<file path="config.mk">
export PLATFORM = sky130hd
export DESIGN_NAME = seq_add_mul_sub
export DESIGN_NICKNAME = d
export VERILOG_FILES = /design/src/rtl/seq_add_mul_sub.sv
export SDC_FILE = /design/constraint.sdc
export NUM_CORES = 1
export LEC_CHECK = 0
export CAP_MARGIN = 20
export CELL_PAD_IN_SITES_DETAIL_PLACEMENT = 2
export CELL_PAD_IN_SITES_GLOBAL_PLACEMENT = 2
export CORE_MARGIN = 2
export CORE_UTILIZATION = 25
export CTS_CLUSTER_SIZE = 16
export DETAILED_ROUTE_END_ITERATION = 12
export MAX_ROUTING_LAYER = met4
export PLACE_DENSITY = 0.68
export SETUP_SLACK_MARGIN = 0.05
export SLEW_MARGIN = 10
export SYNTH_ARGS = -nofsm -noshare
export SYNTH_HDL_FRONTEND = slang
export SYNTH_SLANG_ARGS = --single-unit
</file>
<file path="constraint.sdc">
create_clock -name clk -period 3 [get_ports clk]
set_input_delay 0.6 -clock clk [delete_from_list [all_inputs] [get_ports clk]]
set_output_delay 0.6 -clock clk [all_outputs]
set_load 0.02 [all_outputs]
</file>
<file path="src/rtl/seq_add_mul_sub.sv">
// seq_add_mul_sub: handshaked add / subtract / multiply unit.
// Add and sub finish in one cycle; multiplies iterate one bit per cycle.
module seq_add_mul_sub #(
  parameter int WIDTH = 4
) (
  input  logic               clk,
  input  logic               rst_n,
  input  logic               in_valid,
  output logic               in_ready,
  input  logic [WIDTH-1:0]   a,
  input  logic [WIDTH-1:0]   b,
  input  logic [1:0]         operation,
  output logic               out_valid,
  input  logic               out_ready,
  output logic [2*WIDTH-1:0] result,
  output logic               carry,
  output logic               busy
);

  localparam int PW = 2 * WIDTH;
  localparam int CW = $clog2(WIDTH + 1);

  typedef enum logic {
    IDLE,
    MUL
  } state_t;

  state_t           state_q, state_d;
  logic [CW-1:0]    cnt_q, cnt_d;
  logic [PW-1:0]    mcand_q, mcand_d;
  logic [WIDTH-1:0] mplier_q, mplier_d;
  logic [PW-1:0]    prod_q, prod_d;
  logic             neg_q, neg_d;
  logic [PW-1:0]    res_q, res_d;
  logic             carry_q, carry_d;
  logic             ov_q, ov_d;

  logic             accept;
  logic             is_mul;
  logic             is_sgn;
  logic [WIDTH-1:0] a_mag;
  logic [WIDTH-1:0] b_mag;
  logic [WIDTH:0]   sum;
  logic [PW-1:0]    diff;
  logic [PW-1:0]    prod_nx;
  logic             last;

  assign in_ready = rst_n && (state_q == IDLE)
                 && (!ov_q || out_ready);
  assign accept   = in_valid && in_ready;
  assign is_mul   = operation[1];
  assign is_sgn   = operation[0];

  // Signed multiply runs on magnitudes; -2^(W-1) maps to 2^(W-1),
  // which still fits as an unsigned WIDTH-bit value.
  assign a_mag = (is_sgn && a[WIDTH-1]) ? -a : a;
  assign b_mag = (is_sgn && b[WIDTH-1]) ? -b : b;

  assign sum     = {1'b0, a} + {1'b0, b};
  assign diff    = PW'(a) - PW'(b);
  assign prod_nx = prod_q + (mplier_q[0] ? mcand_q : '0);
  assign last    = (cnt_q == CW'(1));

  assign result    = res_q;
  assign carry     = carry_q;
  assign out_valid = ov_q;
  assign busy      = (state_q == MUL) && !last;

  // Next-state: operation dispatch, shift-add step, output handshake
  always_comb begin
    state_d  = state_q;
    cnt_d    = cnt_q;
    mcand_d  = mcand_q;
    mplier_d = mplier_q;
    prod_d   = prod_q;
    neg_d    = neg_q;
    res_d    = res_q;
    carry_d  = carry_q;
    ov_d     = ov_q && !out_ready;
    unique case (state_q)
      IDLE: begin
        if (accept) begin
          if (is_mul) begin
            state_d  = MUL;
            cnt_d    = CW'(WIDTH);
            mcand_d  = PW'(a_mag);
            mplier_d = b_mag;
            prod_d   = '0;
            neg_d    = is_sgn && (a[WIDTH-1] ^ b[WIDTH-1]);
          end else begin
            ov_d    = 1'b1;
            res_d   = is_sgn ? diff : PW'(sum);
            carry_d = is_sgn ? (a < b) : sum[WIDTH];
          end
        end
      end
      MUL: begin
        cnt_d    = cnt_q - CW'(1);
        mcand_d  = mcand_q << 1;
        mplier_d = mplier_q >> 1;
        prod_d   = prod_nx;
        if (last) begin
          state_d = IDLE;
          ov_d    = 1'b1;
          res_d   = neg_q ? -prod_nx : prod_nx;
          carry_d = 1'b0;
        end
      end
    endcase
  end

  // State and datapath registers with synchronous active-low reset
  always_ff @(posedge clk) begin
    if (!rst_n) begin
      state_q  <= IDLE;
      cnt_q    <= '0;
      mcand_q  <= '0;
      mplier_q <= '0;
      prod_q   <= '0;
      neg_q    <= 1'b0;
      res_q    <= '0;
      carry_q  <= 1'b0;
      ov_q     <= 1'b0;
    end else begin
      state_q  <= state_d;
      cnt_q    <= cnt_d;
      mcand_q  <= mcand_d;
      mplier_q <= mplier_d;
      prod_q   <= prod_d;
      neg_q    <= neg_d;
      res_q    <= res_d;
      carry_q  <= carry_d;
      ov_q     <= ov_d;
    end
  end

endmodule

</file>
== Word level (Yosys, flattened, before mapping) ==
Index checks and enable logic that the tools add are counted.

* $add $sub $neg: 7
* $lt $le $gt $ge: 1
* Equality and inequality tests: 5
* Mux-type cells: 34
* Bitwise gates (word level): 2
* Reduce and logical (&&, ||, !) cells: 15

{| class="wikitable"
|+ Operator list
! operator !! count
|-
| 8-bit two-way mux || 10
|-
| 8-bit one-hot mux with 2 select lines || 3
|-
| 4-bit two-way mux || 4
|-
| 1-bit two-way mux || 10
|-
| 8-bit adder || 1
|-
| 1-bit logical AND || 8
|-
| 4-bit negation || 2
|-
| 8-bit negation || 1
|-
| 4-bit one-hot mux with 2 select lines || 1
|-
| 3-bit two-way mux || 2
|-
| 2-bit != test (second input constant) || 3
|-
| 1-bit one-hot mux with 2 select lines || 3
|-
| 3-bit one-hot mux with 2 select lines || 1
|-
| 3-bit AND reduction || 2
|-
| 4-bit by 4-bit adder with 5-bit output || 1
|-
| 4-bit by 4-bit subtractor with 5-bit output || 1
|-
| 4-bit less-than comparator || 1
|-
| 3-bit by 1-bit == test with 1-bit output (second input constant) || 1
|-
| 1-bit zero test || 3
|-
| 3-bit by 1-bit subtractor with 3-bit output (second input constant) || 1
|-
| 2-bit by 1-bit != test with 1-bit output (second input constant) || 1
|-
| 2-bit AND reduction || 1
|-
| 1-bit logical OR || 1
|-
| 1-bit inverter || 1
|-
| 1-bit XOR || 1
|}

* Bits in registers: 35
* Input port bits: 14
* Output and inout bits: 12

== Logic depth before layout (Yosys ltp) ==
* Depth after elaboration: 6
* Gate-level depth with buffers: 10

== Least setup slack after synthesis ==
OpenSTA, ideal clock, no wires.

* Kind: reg2reg
* Start: reg mplier_q[0]
* End: reg res_q[6] (netlist: result[6])
* Setup time: 130 ps
* Arrival: 2,334 ps
* Required time: 2,870 ps
* Setup slack: 536 ps
* Cell stages (with the launch flop): 10
* Path buffers: 0
* Cell sequence: dfxtp_1 and2_1 ha_1 fa_1 a211oi_2 nor2_2 a311oi_2 nor4_1 o41ai_1 a21oi_1

* Longest elaborated chain between the ends: 6

{| class="wikitable"
|+ RTL lines
! item !! RTL line !! source
|-
| from (decl) || 31 || <nowiki>logic [WIDTH-1:0] mplier_q, mplier_d;</nowiki>
|-
| from (signal assigned) || 128 || <nowiki>mplier_q <= mplier_d;</nowiki>
|-
| 8-bit two-way mux * || 61 || <nowiki>assign prod_nx = prod_q + (mplier_q[0] ? mcand_q : '0);</nowiki>
|-
| 8-bit adder * || 61 ||
|-
| 8-bit negation || 105 || <nowiki>res_d = neg_q ? -prod_nx : prod_nx;</nowiki>
|-
| 8-bit two-way mux * || 105 ||
|-
| 8-bit two-way mux * || 102 || <nowiki>if (last) begin</nowiki>
|-
| 8-bit one-hot mux with 2 select lines * || 80 || <nowiki>unique case (state_q)</nowiki>
|-
| to (signal assigned) || 131 || <nowiki>res_q <= res_d;</nowiki>
|-
| to (decl) || 34 || <nowiki>logic [PW-1:0] res_q, res_d;</nowiki>
|}

Mark *: on every way between the ends. The rest lies on a longest branch, timed or not. The select of a mux whose other input is x is not followed.
A chain may end at the register's enable or synchronous reset.

== Worst setup path in the final report ==
Ends and elaborated chain as after synthesis.

==> impl_metrics.env <==
export IMPL_run_status="completed"
export IMPL_routedWlPerCell_um=17.0
export IMPL_r2r_start="mplier_q[0]$_SDFFE_PN0P_"
export IMPL_setup_viol=0
export IMPL_post_route_cells_drive_above_1_share_pct=8.00
export IMPL_path_cells="and2_1 -> ha_1 -> fa_1 -> a211oi_2 -> nor2_2 -> a311oi_2 -> nor4_1 -> o41ai_1 -> a21oi_1"
export IMPL_r2r_slack_ns=0.28
export IMPL_async_flop_share_pct=0
export IMPL_tightestPinTransition_ns=0.552
export IMPL_synth_cell_type_count=51
export IMPL_slew_headroom_pct=63.1
export IMPL_vias=2258
export IMPL_yosysWarnings=0
export IMPL_cp_max_fo=6
export IMPL_worstSkewPairLatency_ns=0.29
export IMPL_first_global_vias=2478
export IMPL_fmax_mhz=367
export IMPL_area_delta_synth_final_pct=21.7
export IMPL_grt_met3_usage_pct=3.17
export IMPL_gp_congestion=0.786
export IMPL_clock_path_buffers=2
export IMPL_hpwl_um=5760
export IMPL_wl_um=7700
export IMPL_io_buffers=25
export IMPL_reg2reg_to="result[6]$_SDFFE_PN0P_"
export IMPL_grt_usage_pct=16.8
export IMPL_syn_avg_cell_area_um2=8.04
export IMPL_grt_busiest_layer="met2"
export IMPL_start_util_pct=25.7
export IMPL_cts_tree="done"
export IMPL_cts_max_level=2
export IMPL_final_cell_mix="35 x dfxtp_1, 33 x nor2_1, 27 x a21oi_1"
export IMPL_ant_nets=0
export IMPL_hold_viol=0
export IMPL_firstDrtPassIters=4
export IMPL_post_place_cells=446
export IMPL_rsz0062_at_grt="false"
export IMPL_use_met2_pct=28.9
export IMPL_cp_data_required_time_ns=3.16
export IMPL_final_area_um2=2890
export IMPL_cp_end_kind="register"
export IMPL_finClkSkew_ns=0.00468
export IMPL_die_w_um=101
export IMPL_cts_root_buf="clkbuf_8"
export IMPL_cp_arrival_ns=2.88
export IMPL_yosysSeqAreaShare_pct=29.5
export IMPL_num_nets_final=361
export IMPL_hold_depth=2
export IMPL_hp_class="register to register"
export IMPL_synth_edff_count=0
export IMPL_antenna_found_initial=0
export IMPL_layout_commonest_cell="dfxtp_1"
export IMPL_setup_tns_final_ns=0
export IMPL_syn_nets=332
export IMPL_r2r_cells=9
export IMPL_diodes=0
export IMPL_whs_endpoint="mplier_q[1]$_SDFFE_PN0P_"
export IMPL_dieArea_um2=10300
export IMPL_critPathLaunchType="register"
export IMPL_critical_path_max_stage_delay_ns=0.43
export IMPL_place_area_um2=2810
export IMPL_ys_flop_type="dfxtp_1"
export IMPL_clock_sinks=35
export IMPL_clk_pin_slew_ns=0.07
export IMPL_slew_violations=0
export IMPL_drtIter0Drc=69
export IMPL_ctsResizeCount=0
export IMPL_numCtsBuffers=5
export IMPL_timing_final_crit_share_pct=90.7
export IMPL_netlist_area_um2=2370
export IMPL_num_rows=35
export IMPL_die_y_um=101
export IMPL_slowest_stage="fa_1"
export IMPL_maxCapViolations=0
export IMPL_io_pin_count=26
export IMPL_hold_buffers=0
export IMPL_syn_inst=295
export IMPL_power_density_nw_per_um2=370
export IMPL_grt_ovfl_total=0
export IMPL_grt_pass1_wl_um=13000
export IMPL_ys_ff_latch=35
export IMPL_grt_start_max_net_pins=29
export IMPL_worst_setup_path_type="register to register"
export IMPL_leakage_nw=1.22
export IMPL_min_from="mplier_q[2]$_SDFFE_PN0P_"
export IMPL_core_um2=9240
export IMPL_drc=0
export IMPL_post_cts_buffers=0
export IMPL_ir_drop_mv=0.157
export IMPL_via_per_inst=4.97
export IMPL_period_minus_slack_ns=2.72
export IMPL_final_cells=454
export IMPL_met1_usage_pct=20.4
[kinds of logic after synthesis]
group                    synth area share (%)
flip-flops                               29.5
buffers and inverters                    5.27
XOR/XNOR                                 4.06
AO/OA/AOI/OAI                            23.6
AND/OR/NAND/NOR                          21.9
adder cells (fa/ha/maj)                  13.1
multiplexers                             2.53
[report_power, final]
part           total, mW  internal [mW]  switching, mW
Clock              0.347          0.163          0.183
Sequential         0.499          0.484         0.0150
Combinational      0.222         0.0955          0.127
Total               1.07          0.743          0.325
[critical path: cells and delay by family (launching register included)]
kind,cells,cell delay (ns)
AOI/OAI and AO/OA,4,1.23
adders and majority gates,2,0.65
and+or+nand+nor,3,0.38
DFF,1,0.33
[layer usage]
metal	part of all wire (%)	wire (µm)
met2	49	3760
met5	0	0
met3	2.4	182
met4	0.66	51
met1	48	3700
[worst max path at each step]
stage	startpoint	end	slack, ns
4_1_cts	mplier_q[0]$_SDFFE_PN0P_	result[6]$_SDFFE_PN0P_	0.26
6_report	mplier_q[0]$_SDFFE_PN0P_	result[6]$_SDFFE_PN0P_	0.28
3_3_place_gp	a[0]	result[6]$_SDFFE_PN0P_	0.27
3_5_place_dp	a[0]	result[6]$_SDFFE_PN0P_	0.15
2_1_floorplan	mplier_q[0]$_SDFFE_PN0P_	result[6]$_SDFFE_PN0P_	0.54
5_1_grt	mplier_q[0]$_SDFFE_PN0P_	result[6]$_SDFFE_PN0P_	0.1
[Yosys cell counts, drive strengths merged (3+ instances only)]
cell	number	share of area (%)
dfxtp	35	30
clkbuf	10	1.6
ha	20	11
a221oi	5	2.1
nand3	9	1.9
nand2b	8	2.1
and3	14	3.7
a31oi	3	0.79
a22oi	3	0.95
and2	9	2.4
mux2i	6	2.5
a211oi	3	1.2
nor2	34	5.5
nand2	21	3.3
nor3	6	1.3
xor2	5	1.8
o211a	3	1.3
o21ai	7	1.5
a21oi	27	5.7
a21o	3	0.95
inv	21	3.3
fa	3	2.5
a311oi	3	1.4
o22ai	4	1.1
xnor2	6	2.2
o211ai	7	2.2
[final cells by class]
class	instances	area [µm²]
tap	129	161
inverter	21	78.8
fill	1110	6350
timing repair buffer	34	318
sequential	35	701
clock inverter	1	5.00
clock buffer	7	76.3
multi-input combinational	227	1550
[state kept, by name (all words and copies together), names as in the netlist]
name,cells
state_q,1
cnt_q,3
result,8
neg_q,1
mcand_q,8
prod_q,8
out_valid,1
mplier_q,4
carry,1
[per-stage QoR]
stage / hold WS, ns / utilization, % / worst slack (ns) / power, mW
final: 0.461 / 31.2 / 0.279 / 1.07
after floorplan: 0.432 / - / 0.536 / 0.634
after detailed placement: 0.459 / 30.4 / 0.153 / 0.735
after CTS: 0.467 / 31.2 / 0.260 / 1.09
after global routing: 0.488 / 31.2 / 0.0959 / 1.13
after global placement: 0.443 / 30.4 / 0.270 / 0.729
Power figures use the tool's default switching activity.
